===== config.mk =====
export PLATFORM = sky130hd
export DESIGN_NAME = aux_memory_writer
export DESIGN_NICKNAME = d
export VERILOG_FILES = /design/src/rtl/vga_aux_pkg.sv /design/src/rtl/aux_memory_writer_window_fetcher.sv /design/src/rtl/aux_memory_writer.sv
export SDC_FILE = /design/constraint.sdc
export NUM_CORES = 1
export LEC_CHECK = 0
export CORE_ASPECT_RATIO = 0.9
export CORE_MARGIN = 4
export CORE_UTILIZATION = 53
export DETAILED_ROUTE_END_ITERATION = 10
export HOLD_SLACK_MARGIN = 0.08
export PLACE_DENSITY = 0.79
export SYNTH_ARGS = -nofsm -noshare
export SYNTH_HDL_FRONTEND = slang
export SYNTH_HIERARCHICAL = 1
export SYNTH_SLANG_ARGS = --single-unit

===== constraint.sdc =====
create_clock -name clk_in -period 2.5 [get_ports clk_in]
set_clock_uncertainty 0.15 [all_clocks]
set_input_delay 0.75 -clock clk_in [delete_from_list [all_inputs] [get_ports clk_in]]
set_output_delay 0.75 -clock clk_in [all_outputs]
set_load 0.01 [all_outputs]

===== src/rtl/vga_aux_pkg.sv =====
// Shared aux display memory map, writer/fetcher state types and the window clamp.
// The frame generator reads the same map, so both sides stay in agreement.
package vga_aux_pkg;

  localparam int unsigned DATA_WIDTH           = 16;
  localparam int unsigned MEMORY_ADDRESS_WIDTH = 11;
  localparam int unsigned AUX_ADDRESS_WIDTH    = 5;
  localparam int unsigned CPU_ELEMENTS         = 10;
  localparam int unsigned MEMORY_ELEMENTS      = 10;
  localparam int unsigned FINAL_ADDRESS        = (1 << MEMORY_ADDRESS_WIDTH) - 1;
  localparam int unsigned INDEX_WIDTH          = 4;
  localparam int unsigned WINDOW_LEAD          = MEMORY_ELEMENTS / 2 - 1;

  localparam int unsigned AUX_PC         = 0;
  localparam int unsigned AUX_INSTR_IN   = 1;
  localparam int unsigned AUX_DATA_ADDR  = 2;
  localparam int unsigned AUX_DATA_IN    = 3;
  localparam int unsigned AUX_IR         = 4;
  localparam int unsigned AUX_ACC        = 5;
  localparam int unsigned AUX_ALU_A      = 6;
  localparam int unsigned AUX_ALU_B      = 7;
  localparam int unsigned AUX_CLOCK      = 8;
  localparam int unsigned AUX_STATUS     = 9;
  localparam int unsigned AUX_INSTR_BASE = CPU_ELEMENTS;
  localparam int unsigned AUX_DATA_BASE  = CPU_ELEMENTS + MEMORY_ELEMENTS;

  typedef logic [MEMORY_ADDRESS_WIDTH-1:0] mem_addr_t;

  typedef enum logic [2:0] {
    IDLE,
    CAPTURE,
    WRITE_CPU,
    MEM_REQ,
    MEM_WAIT,
    DONE
  } writer_state_e;

  typedef enum logic [1:0] {
    F_IDLE,
    F_REQ,
    F_WAIT
  } fetch_state_e;

  typedef struct packed {
    logic                         we;
    logic [AUX_ADDRESS_WIDTH-1:0] addr;
    logic [DATA_WIDTH-1:0]        data;
  } aux_wr_t;

  // Centre a window on v, pinned against both ends of the address space.
  function automatic mem_addr_t window_base(input logic [DATA_WIDTH-1:0] v);
    mem_addr_t a;
    a = v[MEMORY_ADDRESS_WIDTH-1:0];
    if (a < MEMORY_ADDRESS_WIDTH'(WINDOW_LEAD + 1)) begin
      return '0;
    end else if (a > MEMORY_ADDRESS_WIDTH'(FINAL_ADDRESS - (WINDOW_LEAD + 1))) begin
      return MEMORY_ADDRESS_WIDTH'(FINAL_ADDRESS - (MEMORY_ELEMENTS - 1));
    end else begin
      return a - MEMORY_ADDRESS_WIDTH'(WINDOW_LEAD);
    end
  endfunction

endpackage


===== src/rtl/aux_memory_writer_window_fetcher.sv =====
// Request/valid engine reading one memory window word by word and handing each
// word to the aux write port; reused for the instruction and data windows.
module window_fetcher
  import vga_aux_pkg::*;
(
  input  logic                  clk_in,
  input  logic                  rst_n_in,
  input  logic                  start_i,
  input  logic                  select_i,
  input  mem_addr_t             base_i,
  input  logic                  mem_rvalid_i,
  input  logic [DATA_WIDTH-1:0] mem_rdata_i,
  output logic                  mem_rreq_o,
  output logic                  mem_select_o,
  output mem_addr_t             mem_raddress_o,
  output aux_wr_t               aux_wr_c,
  output logic                  done_c
);

  fetch_state_e           state_q, state_d;
  logic [INDEX_WIDTH-1:0] idx_q, idx_d;
  mem_addr_t              base_q, base_d;
  mem_addr_t              raddr_q, raddr_d;
  logic                   select_q, select_d;
  logic                   rreq_q, rreq_d;

  always_ff @(posedge clk_in or negedge rst_n_in) begin
    if (!rst_n_in) begin
      state_q  <= F_IDLE;
      idx_q    <= '0;
      base_q   <= '0;
      raddr_q  <= '0;
      select_q <= 1'b0;
      rreq_q   <= 1'b0;
    end else begin
      state_q  <= state_d;
      idx_q    <= idx_d;
      base_q   <= base_d;
      raddr_q  <= raddr_d;
      select_q <= select_d;
      rreq_q   <= rreq_d;
    end
  end

  // Request and address stay frozen in F_WAIT; rvalid is only honoured there.
  always_comb begin
    state_d  = state_q;
    idx_d    = idx_q;
    base_d   = base_q;
    raddr_d  = raddr_q;
    select_d = select_q;
    rreq_d   = rreq_q;
    aux_wr_c = '0;
    done_c   = 1'b0;
    case (state_q)
      F_IDLE: begin
        if (start_i) begin
          base_d   = base_i;
          select_d = select_i;
          idx_d    = '0;
          raddr_d  = base_i;
          rreq_d   = 1'b1;
          state_d  = F_WAIT;
        end
      end
      F_REQ: begin
        raddr_d = base_q + MEMORY_ADDRESS_WIDTH'(idx_q);
        rreq_d  = 1'b1;
        state_d = F_WAIT;
      end
      F_WAIT: begin
        if (mem_rvalid_i) begin
          rreq_d        = 1'b0;
          aux_wr_c.we   = 1'b1;
          aux_wr_c.addr = (select_q ? AUX_ADDRESS_WIDTH'(AUX_DATA_BASE)
                                    : AUX_ADDRESS_WIDTH'(AUX_INSTR_BASE))
                          + AUX_ADDRESS_WIDTH'(idx_q);
          aux_wr_c.data = mem_rdata_i;
          if (idx_q == INDEX_WIDTH'(MEMORY_ELEMENTS - 1)) begin
            done_c  = 1'b1;
            state_d = F_IDLE;
          end else begin
            idx_d   = idx_q + INDEX_WIDTH'(1);
            state_d = F_REQ;
          end
        end
      end
      default: state_d = F_IDLE;
    endcase
  end

  assign mem_rreq_o     = rreq_q;
  assign mem_select_o   = select_q;
  assign mem_raddress_o = raddr_q;

endmodule


===== src/rtl/aux_memory_writer.sv =====
// Per-frame snapshot of CPU registers plus instruction/data memory windows,
// written into the 32 x 16 aux display memory.
module aux_memory_writer
  import vga_aux_pkg::*;
(
  input  logic                            clk_in,
  input  logic                            rst_n_in,
  input  logic                            frame_start_in,
  input  logic [DATA_WIDTH-1:0]           pc_in,
  input  logic [DATA_WIDTH-1:0]           instruction_in,
  input  logic [DATA_WIDTH-1:0]           data_address_in,
  input  logic [DATA_WIDTH-1:0]           data_in,
  input  logic [DATA_WIDTH-1:0]           ir_in,
  input  logic [DATA_WIDTH-1:0]           acc_in,
  input  logic [DATA_WIDTH-1:0]           alu_a_in,
  input  logic [DATA_WIDTH-1:0]           alu_b_in,
  input  logic                            cpu_clock_in,
  input  logic                            status_z_in,
  input  logic                            status_n_in,
  output logic                            mem_rreq_out,
  output logic                            mem_select_out,
  output logic [MEMORY_ADDRESS_WIDTH-1:0] mem_raddress_out,
  input  logic                            mem_rvalid_in,
  input  logic [DATA_WIDTH-1:0]           mem_rdata_in,
  output logic                            aux_we_out,
  output logic [AUX_ADDRESS_WIDTH-1:0]    aux_waddress_out,
  output logic [DATA_WIDTH-1:0]           aux_wdata_out,
  output logic                            busy_out,
  output logic                            done_out
);

  writer_state_e          state_q, state_d;
  logic [INDEX_WIDTH-1:0] k_q, k_d;
  logic                   win_q, win_d;
  logic [DATA_WIDTH-1:0]  snap_q [CPU_ELEMENTS];
  logic [DATA_WIDTH-1:0]  snap_d [CPU_ELEMENTS];
  aux_wr_t                aux_q, aux_d;
  logic                   busy_q, busy_d;
  logic                   done_q, done_d;

  logic                   fetch_start_c;
  mem_addr_t              fetch_base_c;
  aux_wr_t                fetch_wr_c;
  logic                   fetch_done_c;

  assign fetch_start_c = (state_q == MEM_REQ);
  assign fetch_base_c  = win_q ? window_base(snap_q[AUX_DATA_ADDR])
                               : window_base(snap_q[AUX_PC]);

  window_fetcher u_fetcher (
    .clk_in         (clk_in),
    .rst_n_in       (rst_n_in),
    .start_i        (fetch_start_c),
    .select_i       (win_q),
    .base_i         (fetch_base_c),
    .mem_rvalid_i   (mem_rvalid_in),
    .mem_rdata_i    (mem_rdata_in),
    .mem_rreq_o     (mem_rreq_out),
    .mem_select_o   (mem_select_out),
    .mem_raddress_o (mem_raddress_out),
    .aux_wr_c       (fetch_wr_c),
    .done_c         (fetch_done_c)
  );

  always_ff @(posedge clk_in or negedge rst_n_in) begin
    if (!rst_n_in) begin
      state_q <= IDLE;
      k_q     <= '0;
      win_q   <= 1'b0;
      snap_q  <= '{default: '0};
      aux_q   <= '0;
      busy_q  <= 1'b0;
      done_q  <= 1'b0;
    end else begin
      state_q <= state_d;
      k_q     <= k_d;
      win_q   <= win_d;
      snap_q  <= snap_d;
      aux_q   <= aux_d;
      busy_q  <= busy_d;
      done_q  <= done_d;
    end
  end

  // Frame sequencing; frame_start outside IDLE is deliberately dropped.
  always_comb begin
    state_d = state_q;
    k_d     = k_q;
    win_d   = win_q;
    snap_d  = snap_q;
    aux_d   = aux_q;
    aux_d.we = 1'b0;
    case (state_q)
      IDLE: begin
        if (frame_start_in) state_d = CAPTURE;
      end
      CAPTURE: begin
        snap_d[AUX_PC]        = pc_in;
        snap_d[AUX_INSTR_IN]  = instruction_in;
        snap_d[AUX_DATA_ADDR] = data_address_in;
        snap_d[AUX_DATA_IN]   = data_in;
        snap_d[AUX_IR]        = ir_in;
        snap_d[AUX_ACC]       = acc_in;
        snap_d[AUX_ALU_A]     = alu_a_in;
        snap_d[AUX_ALU_B]     = alu_b_in;
        snap_d[AUX_CLOCK]     = DATA_WIDTH'(cpu_clock_in);
        snap_d[AUX_STATUS]    = DATA_WIDTH'({status_z_in, status_n_in});
        k_d     = '0;
        win_d   = 1'b0;
        state_d = WRITE_CPU;
      end
      WRITE_CPU: begin
        aux_d.we   = 1'b1;
        aux_d.addr = AUX_ADDRESS_WIDTH'(k_q);
        aux_d.data = snap_q[k_q];
        if (k_q == INDEX_WIDTH'(CPU_ELEMENTS - 1)) begin
          state_d = MEM_REQ;
        end else begin
          k_d = k_q + INDEX_WIDTH'(1);
        end
      end
      MEM_REQ: state_d = MEM_WAIT;
      MEM_WAIT: begin
        if (fetch_wr_c.we) aux_d = fetch_wr_c;
        if (fetch_done_c) begin
          if (win_q) begin
            state_d = DONE;
          end else begin
            win_d   = 1'b1;
            state_d = MEM_REQ;
          end
        end
      end
      DONE:    state_d = IDLE;
      default: state_d = IDLE;
    endcase
    busy_d = (state_d != IDLE);
    done_d = (state_d == DONE);
  end

  assign aux_we_out       = aux_q.we;
  assign aux_waddress_out = aux_q.addr;
  assign aux_wdata_out    = aux_q.data;
  assign busy_out         = busy_q;
  assign done_out         = done_q;

endmodule


After elaboration in Yosys (flattened, before gate mapping) --
Cells that the tools add are included. W data, S select, Z words.
Operators by class: order comparisons 5, equality and inequality tests 15, mux-type cells 38, $add $sub $neg 6, bitwise operators 1, reduce and logical (&&, ||, !) cells 17
Operator list (number):
- $mux W11 | 6
- $mux W22 | 3
- $bmux W16 S4 | 1
- $pmux W22 S2 | 1
- $mux W16 | 2
- $gt A11 B11 Y1 const B | 2
- $lt A11 B3 Y1 const B | 2
- $pmux W11 S2 | 1
- $sub A11 B3 Y11 const B | 2
- $mux W4 | 4
- $pmux W4 S2 | 2
- $pmux W3 S5 | 1
- $mux W3 | 4
- $ne A2 B2 Y1 const B | 6
- $reduce_and A2 Y1 | 6
- $add A11 B4 Y11 | 1
- $reduce_bool A2 Y1 | 5
- $add A4 B1 Y4 const B | 2
- $eq A4 B4 Y1 const B | 2
- $mux W1 | 7
- $eq A3 B2 Y1 const B | 2
- $eq A3 B3 Y1 const B | 2
- $pmux W2 S3 | 1
- $reduce_bool A3 Y1 | 2
- 14 further kinds | 15
Word-level totals: output and inout port bits 37, register bits 193, word-level logic and storage cells 106, bits of input ports 151

Longest topological paths before layout --
Gate-level depths: netlist of run 1.
depth after elaboration 7, depth in mapped cells 9, mapped depth without buffers 9

Modules after synthesis --
The synthesis of run 1 kept the hierarchy.
Modules (own cells, without submodules):
- aux_memory_writer | sequential area each 4078.9 um2, instances 1, area an instance 7752.4 um2, cells each 827
- window_fetcher | sequential area each 750.7 um2, instances 1, area an instance 1969.4 um2, cells each 205

Worst setup path before layout of run 1 --
OpenSTA, ideal clock, no wires.
path kind input to register, start point in mem_rvalid_in, end point reg aux_q, in the netlist aux_wdata_out[0], library setup time 66 ps, setup slack 267 ps, arrival time 2017 ps, data required time 2284 ps, path buffers 2, stages 8, path through nand3_1 inv_2 buf_2 and4bb_2 nor2_1 clkbuf_1 a22oi_1 nand2_1
RTL lines:
- start, declared | line aux_memory_writer.sv:23 | input logic mem_rvalid_in,
- end signal, assigned | line aux_memory_writer.sv:79 | aux_q <= aux_d;
- end, declared | line aux_memory_writer.sv:37 | aux_wr_t aux_q, aux_d;

Final worst setup path of run 1 --
start point reg snap_q[114] (netlist bit), end point reg u_fetcher.raddr_q[10] (netlist: u_fetcher/mem_raddress_o[10])
Between the ends: cells in the longest elaborated chain, start to end 6, elaborated cells between the ends (all ways) 8, those cells by class add/sub (1); order compare (2); mux (5)
RTL lines:
- start, declared | line aux_memory_writer.sv:35 | logic [DATA_WIDTH-1:0] snap_q [CPU_ELEMENTS];
- start signal, assigned | line aux_memory_writer.sv:78 | snap_q <= snap_d;
- $sub A11 B3 Y11 or $gt A11 B11 Y1 (tied branches) | line vga_aux_pkg.sv:59, vga_aux_pkg.sv:56
- $mux W11 | line vga_aux_pkg.sv:56 | end else if (a > MEMORY_ADDRESS_WIDTH'(FINAL_ADDRESS - (WINDOW_LEAD + 1))) begin
- $mux W11 (*) | line vga_aux_pkg.sv:54 | if (a < MEMORY_ADDRESS_WIDTH'(WINDOW_LEAD + 1)) begin
- $mux W11 (*) | line aux_memory_writer.sv:47 | assign fetch_base_c = win_q ? window_base(snap_q[AUX_DATA_ADDR])
- named net fetch_base_c[10] | line aux_memory_writer.sv:42 | mem_addr_t fetch_base_c;
- $mux W11 (*) | line aux_memory_writer_window_fetcher.sv:57 | if (start_i) begin
- $pmux W11 S2 (*) | line aux_memory_writer_window_fetcher.sv:55 | case (state_q)
- end signal, assigned | line aux_memory_writer_window_fetcher.sv:39 | raddr_q <= raddr_d;
- end, declared | line aux_memory_writer_window_fetcher.sv:23 | mem_addr_t raddr_q, raddr_d;
The timed path passes the listed nets; every way through them passes the cells marked *. The select of a mux whose other input is x is not followed. A chain may end at the register's enable or synchronous reset.

==> impl_metrics.yaml, run 1 <==
outcome:
  status: "finished, final reports clean"
clock_network:
  cts.sinks: 193
  path_clk_slew_ps: 80
  post_cts_resized: 0
  cts_tree: "built"
  h-tree-depth: 4
  clockBufferDepth: 2
  postCtsSetupBuffers: 0
  numCtsBuffers: 17
  cts_root_buf: "clkbuf_16"
  cts_hold_buf: 0
  clk_latency_ps: 430
setup_path:
  reg2reg_depth: 9
  worstPathRequired_ps: 2650
  cp_max_fo: 6
  cp-end-kind: "flop"
  crit_type: "reg -> reg"
  rr_endpoint: "u_fetcher/mem_raddress_o[10]"
  cp_data_arrival_time_ps: 2570
  worstReg2RegStart: "snap_q[114]"
  worst_setup_path_start_kind: "flop"
  reg2reg_slack_ps: 90
floorplan:
  coreArea_mm2: 0.0178
  die_area_mm2: 0.0206
  fp-row-count: 46
  die_x_um: 151
  die_h_um: 136
  initial_core_util_pct: 54.5
  io_pins: 188
cells_and_area:
  antenna_cells: 0
  nFillCells: 1319
  sequential_cell_area_mm2: 0.00483
  area.growth.synth_to_final_pct: 30.3
  utilization_pct: 71.0
  multiInputGateArea_mm2: 0.00452
  nNetsFinal: 1399
  drive_above_1_share_pct: 11.6
power_and_ir_drop:
  p_int_mw: 9.49
  power_mw: 15.8
  peakVddDrop_mv: 0.600
  clockPowerShare_pct: 17.8
  netSwitchingFraction_pct: 39.9
  pwr-share-comb_pct: 45.3
  switching_power_mw: 6.29
  p_seq_share_pct: 36.9
  leakagePower_nw: 5.90
  p_per_area_mw_per_mm2: 1250
synthesis:
  syn_avg_cell_area_um2: 9.42
  synth_top_area_cell: "dfrtp_1"
  synth_edf_count: 0
  synth.cell_area_mm2: 0.00972
  synth_ff_type: "dfrtp_1"
  async_reset_ff_share_pct: 100
  yosys_warnings: 6
  synthTopCellsByCount: "nand2_1, dfrtp_1, a22oi_1"
  synth_cells: 1032
  ys_ff_latch: 193
  synthTopCellsByArea: "dfrtp_1, nand2_1, mux4_2"
  synth_cell_types: 67
  netlist.area_leader.share_pct: 49.7
  synth_fp_nets: 1200
  yosysSeqAreaShare_pct: 49.7
  yosysMostFrequentCell: "nand2_1"
detailed_routing:
  ant_nets: 0
  drtPass1Iterations: 5
  drtIter0Drc: 932
  post_drt_wl_per_cell_um: 18.3
  drcViolationCount: 0
  via_per_inst: 5.64
  finalWirelength_um: 27100
  via_count: 8370
global_route:
  grt_pass1_wl_um: 43200
  track_usage_pct: 27.3
  grt-ovfl-total: 0
  antenna_found_initial: 1
  first_global_vias: 8159
  grt_max_degree: 118
place:
  place_congestion: 0.888
  dp_hpwl_um: 19700
  io_buffers: 187
sta:
  slew_viol_final: 0
  worst_pin_slew_ps: 654
  rsz0062_at_grt: "false"
  setup_viol: 0
  final_hold_viol_count: 0
  max_freq_mhz: 414
  post-route-min-period_ps: 2410
  finalCritPeriodShare_pct: 96.6
  max_slew_margin_pct: 56.4
worst_hold_path:
  hold_class: "in -> async"
flow_run:
  drv_cap: 0
cells by family (layout without fill, tap and decap cells):
kind of cell | after synthesis | count (layout) | synth area share, %
DFF | 193 | 193 | 49.7
muxes | 46 | 46 | 8.98
and+or+nand+nor | 546 | 546 | 24.0
xor gates and xnor gates | 21 | 21 | 1.89
buffers and inverters | 82 | 294 | 4.02
adders and majority gates | 17 | 17 | 2.34
AOI/OAI and AO/OA | 127 | 127 | 9.10
per-layer routing:
| layer | vias up | wire, um | GRT usage, % |
|---|---|---|---|
| li1 | 3883 | - | - |
| met1 | 4059 | 11600 | 38.7 |
| met2 | 368 | 12500 | 41.6 |
| met3 | 58 | 2160 | 6.37 |
| met4 | 2 | 831 | 9.52 |
| met5 | - | 13 | 0 |
worst max-delay path by stage:
stage / from / endpoint / slack, ps / cells after the start
4_1_cts: snap_q[114] / u_fetcher/mem_raddress_o[10] / 50 / 9
5_1_grt: snap_q[114] / u_fetcher/mem_raddress_o[10] / 10 / 9
6_report: snap_q[114] / u_fetcher/mem_raddress_o[10] / 90 / 9
3_3_place_gp: mem_rvalid_in / aux_wdata_out[1] / -10 / 8
3_5_place_dp: mem_rvalid_in / done_out / -50 / 8
2_1_floorplan: mem_rvalid_in / aux_wdata_out[0] / 270 / 8
cells in the final DEF (no fill, tap or decap), types with 4 or more instances in the layout:
cell             synthesis  layout
buf_4                    6      47
nand2_1                425     424
xor2_1                  11      11
nand3_1                  9       9
nor3_1                  13      12
and2_1                  19      19
clkbuf_16                0      17
o21ai_1                  6       6
o21ai_0                 17      17
xnor2_1                 10      10
dfrtp_1                193     189
inv_1                   21      19
nor2_1                  30      29
mux2_1                   8       8
mux4_2                  32      32
mux2i_1                  4       4
a21oi_1                 16      16
o22ai_1                 15      15
nand4_1                  9       9
a22oi_1                 40      40
inv_2                    3       5
ha_1                    15      15
or3_1                    4       4
buf_12                   0       4
a22o_1                   5       5
dfrtp_2                  0       4
clkdlybuf4s50_1          0     186
nor4_1                   5       5
worst max-delay path, cell delays in order (launching register included):
cell     delay, ps
dfrtp_2        450
inv_2          100
ha_1           180
inv_1           60
or4b_1         520
mux2i_1        240
o22ai_1        140
a22o_1         220
a22oi_1        150
o21ai_1         90
per-stage QoR:
| step | instance area, um2 | hold slack [ps] | cells | setup TNS [ps] | setup WS, ps |
|---|---|---|---|---|---|
| after floorplan | 9720 | 290 | 1032 | 0 | 267 |
| after global placement | 12000 | 303 | 1452 | -12.9 | -12.9 |
| after detailed placement | 12000 | 309 | 1452 | -77.6 | -54.4 |
| after CTS | 12700 | 144 | 1484 | 0 | 46.4 |
| after global routing | 12700 | 156 | 1484 | 0 | 13.9 |
| final | 12700 | 130 | 1484 | 0 | 86.2 |
final cells by class:
type                       count  share of cell area, %
sequential                   193                   38.2
multi-input combinational    757                   35.7
timing repair buffer         238                   18.2
clock buffer                  18                   3.47
tap                          240                   2.37
clock inverter                14                   1.37
inverter                      24                  0.711
power groups by stage:
stage / Combinational (mW) / Clock, mW / Sequential (mW)
3_3_place_gp: 6.87 / 0 / 5.77
3_5_place_dp: 7.06 / 0 / 5.82
5_1_grt: 7.86 / 2.98 / 6.02
2_1_floorplan: 4.67 / 0 / 5.52
4_1_cts: 7.13 / 2.84 / 5.80
6_report: 7.15 / 2.81 / 5.83
sequential cells by signal, indices dropped and copies added, names as in the netlist:
register / cells
u_fetcher/idx_q: 4
aux_we_out: 1
aux_waddress_out: 5
busy_out: 1
state_q: 3
win_q: 1
u_fetcher/state_q: 2
done_out: 1
u_fetcher/mem_rreq_o: 1
u_fetcher/mem_select_o: 1
u_fetcher/mem_raddress_o: 11
snap_q: 131
aux_wdata_out: 16
u_fetcher/base_q: 11
k_q: 4
No activity file was read; power rests on OpenSTA's default activity.
==> inputs of run 2 (changes only) <==
--- a/config.mk
+++ b/config.mk
@@ -8,7 +8,9 @@
 export CORE_ASPECT_RATIO = 0.9
 export CORE_MARGIN = 4
 export CORE_UTILIZATION = 53
+export CTS_BUF_LIST = sky130_fd_sc_hd__clkbuf_16
 export DETAILED_ROUTE_END_ITERATION = 10
+export GPL_TIMING_DRIVEN = 0
 export HOLD_SLACK_MARGIN = 0.08
 export PLACE_DENSITY = 0.79
 export SYNTH_ARGS = -nofsm -noshare
==> impl_metrics.yaml, run 2 (synthesis results as in run 1) <==
cells_and_area:
  drive_above_1_share_pct: 11.7
  largest-register: "snap_q"
  nFillCells: 1371
  nNetsFinal: 1415
  final_common_cell: "nand2_1"
  layout_common_cells: "nand2_1, dfrtp_1, clkdlybuf4s50_1, a22oi_1, mux4_2"
  area.growth.synth_to_final_pct: 30.1
  final_cells: 1500
  largest_reg_flops: 131
  antenna_cells: 0
setup_path:
  worst_setup_path_start_kind: "flop"
  path_cells: "buf_2, or2b_1, nor2_4, inv_2, nor3_4, buf_6, mux2_1"
  cp-end-kind: "flop"
  reg2reg_depth: 7
  crit_type: "reg -> reg"
  rr_endpoint: "u_fetcher/base_q[8]"
  cp_data_arrival_time_ps: 2610
  worstPathRequired_ps: 2670
  worstReg2RegStart: "state_q[2]"
  cpMaxStageDelayCell: "dfrtp_1"
  slowest_delay_ps: 410
  cp_max_fo: 10
  reg2reg_slack_ps: 60
place:
  dp_slack_ps: -840
  dp_hpwl_um: 21400
  place_congestion: 0.928
  place_inst: 1460
  io_buffers: 187
worst_hold_path:
  hold_class: "in -> async"
sta:
  worst_pin_slew_ps: 778
  slew_viol_final: 0
  max_slew_margin_pct: 48.2
  final_hold_viol_count: 0
  finalCritPeriodShare_pct: 97.8
  fin_ws_ps: 55.8
  max_freq_mhz: 409
  post-route-min-period_ps: 2440
  setup_viol: 0
floorplan:
  fp-row-count: 46
  die_h_um: 136
  initial_core_util_pct: 54.5
  die_x_um: 151
  io_pins: 188
  die_area_mm2: 0.0206
  coreArea_mm2: 0.0178
clock_network:
  cts.sinks: 193
  cts_root_buf: "clkbuf_16"
  path_clk_slew_ps: 80
  clk_latency_ps: 440
  h-tree-depth: 4
  cts_hold_buf: 0
  clockBufferDepth: 2
  cts_tree: "built"
  numCtsBuffers: 17
global_route:
  antenna_found_initial: 0
  first_global_vias: 8508
  grt-ovfl-total: 0
  track_usage_pct: 29.4
  grt_max_degree: 111
  grt_pass1_wl_um: 46000
power_and_ir_drop:
  leakagePower_nw: 5.88
  power_mw: 15.9
  peakVddDrop_mv: 0.604
  p_per_area_mw_per_mm2: 1260
detailed_routing:
  wl_met2_um: 13800
  highest_layer: "met4"
  drcViolationCount: 0
  ant_nets: 0
  post_drt_wl_per_cell_um: 19.8
  drtIter0Drc: 940
  drtPass1Iterations: 6
  via_count: 8671
  finalWirelength_um: 29600
  drt-met1-wl_um: 12300
  via_per_inst: 5.78
  dr_wl_met3_um: 2650
outcome:
  status: "finished, final reports clean"
flow_run:
  drv_cap: 0
==> run 2: changes by cell type in the layout (fill, tap and decap cells not counted), sizes merged <==
| cell | change |
|---|---|
| clkdlybuf4s50 | -1 |
| bufinv | -1 |
| buf | -4 |
| clkbuf | +19 |
| clkinv | -1 |
| inv | +3 |
| dlygate4sd2 | +1 |
==> run 2: worst max-delay path by stage <==
stage	from	end	cells after the start	slack [ps]
after floorplan	mem_rvalid_in	aux_wdata_out[0]	8	270
after global placement	rst_n_in	u_fetcher/mem_raddress_o[5]	1	-7420
after detailed placement	mem_rvalid_in	aux_wdata_out[0]	9	-840
after CTS	snap_q[112]	u_fetcher/mem_raddress_o[7]	7	1
after global routing	state_q[2]	u_fetcher/base_q[8]	7	-30
final	state_q[2]	u_fetcher/base_q[8]	7	60
==> run 2: layer usage <==
| layer | vias up | GRT usage (%) |
|---|---|---|
| li1 | 3924 | - |
| met1 | 4251 | 41.6 |
| met2 | 431 | 45.5 |
| met3 | 65 | 6.33 |
| met4 | 0 | 10.1 |
| met5 | - | 0 |
==> run 2: final cells by class <==
class | instances | area [um2] | area share (%)
sequential | 193 | 4830 | 38.2
multi-input combinational | 757 | 4570 | 36.1
timing repair buffer | 198 | 1980 | 15.6
clock buffer | 17 | 425 | 3.36
buffer | 56 | 303 | 2.39
tap | 240 | 300 | 2.37
clock inverter | 15 | 146 | 1.16
inverter | 24 | 92.6 | 0.732
==> run 2: power breakdown <==
part | internal, mW | total [mW] | switching (mW)
Combinational | 3.34 | 7.39 | 4.05
Sequential | 4.61 | 5.88 | 1.27
Clock | 1.40 | 2.68 | 1.28
Total | 9.35 | 15.9 | 6.60
==> run 2: what timing repair did <==
action	in CTS	in global routing
pin swaps	0	3
endpoints found under the setup margin	43	11
resized for setup	12	15
buffers inserted	1	9
==> run 2: critical path, delay by kind of cell (launching register included) <==
family,cells,cell delay [ps]
and+or+nand+nor,3,880
buffers and inverters,3,560
DFF,1,410
muxes,1,330
==> run 2: metrics by stage <==
step                instance area, um2  TNS [ps]  hold WS [ps]  util (%)
finish                           12600         0           127      70.9
global route                     12600     -73.7           172      70.9
global placement                 11900  -1443540           303      66.7
detailed placement               11900    -17250           308      66.8
floorplan                         9720         0           290         -
CTS                              12500         0           160      70.3
==> inputs of run 3 (changes only) <==
--- a/config.mk
+++ b/config.mk
@@ -7,12 +7,13 @@
 export LEC_CHECK = 0
 export CORE_ASPECT_RATIO = 0.9
 export CORE_MARGIN = 4
-export CORE_UTILIZATION = 53
+export CORE_UTILIZATION = 60
 export CTS_BUF_LIST = sky130_fd_sc_hd__clkbuf_16
 export DETAILED_ROUTE_END_ITERATION = 10
+export DONT_BUFFER_PORTS = 1
 export GPL_TIMING_DRIVEN = 0
 export HOLD_SLACK_MARGIN = 0.08
-export PLACE_DENSITY = 0.79
+export PLACE_DENSITY = 0.8
 export SYNTH_ARGS = -nofsm -noshare
 export SYNTH_HDL_FRONTEND = slang
 export SYNTH_HIERARCHICAL = 1
==> impl_metrics.yaml, run 3 (synthesis results as in run 1) <==
sta:
  rsz0062_at_grt: "false"
  hold_ws_ps: -132
  setup_viol: 0
  max_freq_mhz: 406
  fin_ws_ps: 39.8
  worst_pin_slew_ps: 716
  final_hold_viol_count: 193
  slew_viol_final: 0
  finalCritPeriodShare_pct: 98.4
  max_slew_margin_pct: 52.3
  post-route-min-period_ps: 2460
clock_network:
  clk_latency_ps: 430
  clockBufferDepth: 2
  cts_root_buf: "clkbuf_16"
  path_clk_slew_ps: 70
  cts.sinks: 193
  numCtsBuffers: 17
  cts_tree: "built"
  h-tree-depth: 4
power_and_ir_drop:
  p_seq_share_pct: 39.9
  p_int_mw: 8.76
  netSwitchingFraction_pct: 41.8
  switching_power_mw: 6.30
  leakagePower_nw: 5.10
  clockPowerShare_pct: 18.1
  peakVddDrop_mv: 0.758
  power_mw: 15.1
  pwr-share-comb_pct: 42.0
  p_per_area_mw_per_mm2: 1420
cells_and_area:
  final_cell_area_mm2: 0.0106
  nNetsFinal: 1219
  final_common_cell: "nand2_1"
  drive_above_1_share_pct: 12.9
  area.growth.synth_to_final_pct: 9.52
  largest-register: "snap_q"
  utilization_pct: 68.0
  largest_reg_flops: 131
  layout_common_cells: "nand2_1, dfrtp_1, a22oi_1, mux4_2, nor2_1"
  nFillCells: 1231
floorplan:
  io_pins: 188
  fp-row-count: 43
  initial_core_util_pct: 62.1
  die_area_mm2: 0.0183
  die_x_um: 142
  die_h_um: 129
  coreArea_mm2: 0.0157
global_route:
  first_global_vias: 7697
  grt_pass1_wl_um: 42900
  grt_max_degree: 194
  grt_use_met2_pct: 45.2
  globalRouteMet1Util_pct: 43.8
  antenna_found_initial: 5
  track_usage_pct: 30.7
  grt_busiest_layer: "met2"
  grt_util_met3_pct: 10.2
  grt-ovfl-total: 0
setup_path:
  worstPathRequired_ps: 2670
  cp-startpoint: "snap_q[118]"
  slowest_delay_ps: 510
  cpMaxStageDelayCell: "or4b_1"
  cp-end-kind: "flop"
  crit_family: "simple AND/OR/NAND/NOR gates"
  worstReg2RegStart: "snap_q[118]"
  crit_type: "reg -> reg"
  path_cells: "nor3_1, or4b_1, mux2i_2, o22ai_2, a22o_1, a22oi_1, o21ai_1"
  cp_max_fo: 7
  worst_setup_path_start_kind: "flop"
  path_buf_inv: 0
  cp_data_arrival_time_ps: 2630
place:
  io_buffers: 0
  dp_hpwl_um: 19800
  dpl-instance-area_mm2: 0.00997
  place_congestion: 0.924
  dp_slack_ps: -241
detailed_routing:
  drcViolationCount: 0
  drtPass1Iterations: 6
  ant_nets: 0
  finalWirelength_um: 27400
  via_count: 7950
  drtIter0Drc: 973
  via_per_inst: 6.26
  post_drt_wl_per_cell_um: 21.6
outcome:
  status: "finished with violations"
  violations: "hold timing"
flow_run:
  drv_cap: 0
worst_hold_path:
  hold_class: "in -> async"
[run 3: timing repair]
item / in CTS / in global routing
buffers inserted: 0 / 3
gates resized for setup: 8 / 23
endpoints found under the setup margin: 38 / 30
hold endpoints to repair: 193 / 193
pin swaps: 0 / 1
[run 3: layer usage]
layer,vias to the layer above,wire (um)
met3,67,3340
met4,4,742
met5,-,21
met1,3869,11200
li1,3534,-
met2,476,12100
[run 3: area by class of cell]
class,count,area [um2],share of cell area (%)
flip-flops and latches,193,4830,45.4
clock inverters,15,159,1.49
multi-input cells,757,4550,42.8
clock buffers,17,425,4.00
plain buffers,55,297,2.78
repair buffers,3,22.5,0.212
well taps,202,253,2.37
diodes,3,7.51,0.0705
inverters,24,95.1,0.893
[run 3: worst register-to-register path, delay by kind of cell (launching register included)]
kind	cells	cell delay (ps)
AO/OA/AOI/OAI	4	540
multiplexers	1	250
flip-flops	1	490
AND/OR/NAND/NOR	2	910
[run 3: path summary, 6_finish.rpt]
kind	to	slack [ps]	cells past startpoint
max in group asynchronous	snap_q[71]	1860	0
setup / recovery	u_fetcher/mem_raddress_o[10]	40	7
setup reg to reg	u_fetcher/mem_raddress_o[10]	40	7
hold / removal	snap_q[42]	-130	0
hold reg to reg	snap_q[51]	330	2
min in group clk_in	snap_q[155]	270	2
[run 3: power groups by stage]
stage          Combinational, mW  Sequential, mW  Clock, mW
4_1_cts                     6.20            5.94       2.74
3_3_place_gp                5.92            5.91          0
2_1_floorplan               4.67            5.52          0
3_5_place_dp                6.12            5.98          0
6_report                    6.33            6.01       2.72
5_1_grt                     7.01            6.19       2.87
[run 3: stage by stage]
| stage | setup TNS, ps | cells |
|---|---|---|
| 2_1_floorplan | 0 | 1032 |
| 3_3_place_gp | -2180 | 1234 |
| 3_5_place_dp | -3610 | 1234 |
| 4_1_cts | 0 | 1265 |
| 5_1_grt | 0 | 1268 |
| 6_report | 0 | 1269 |
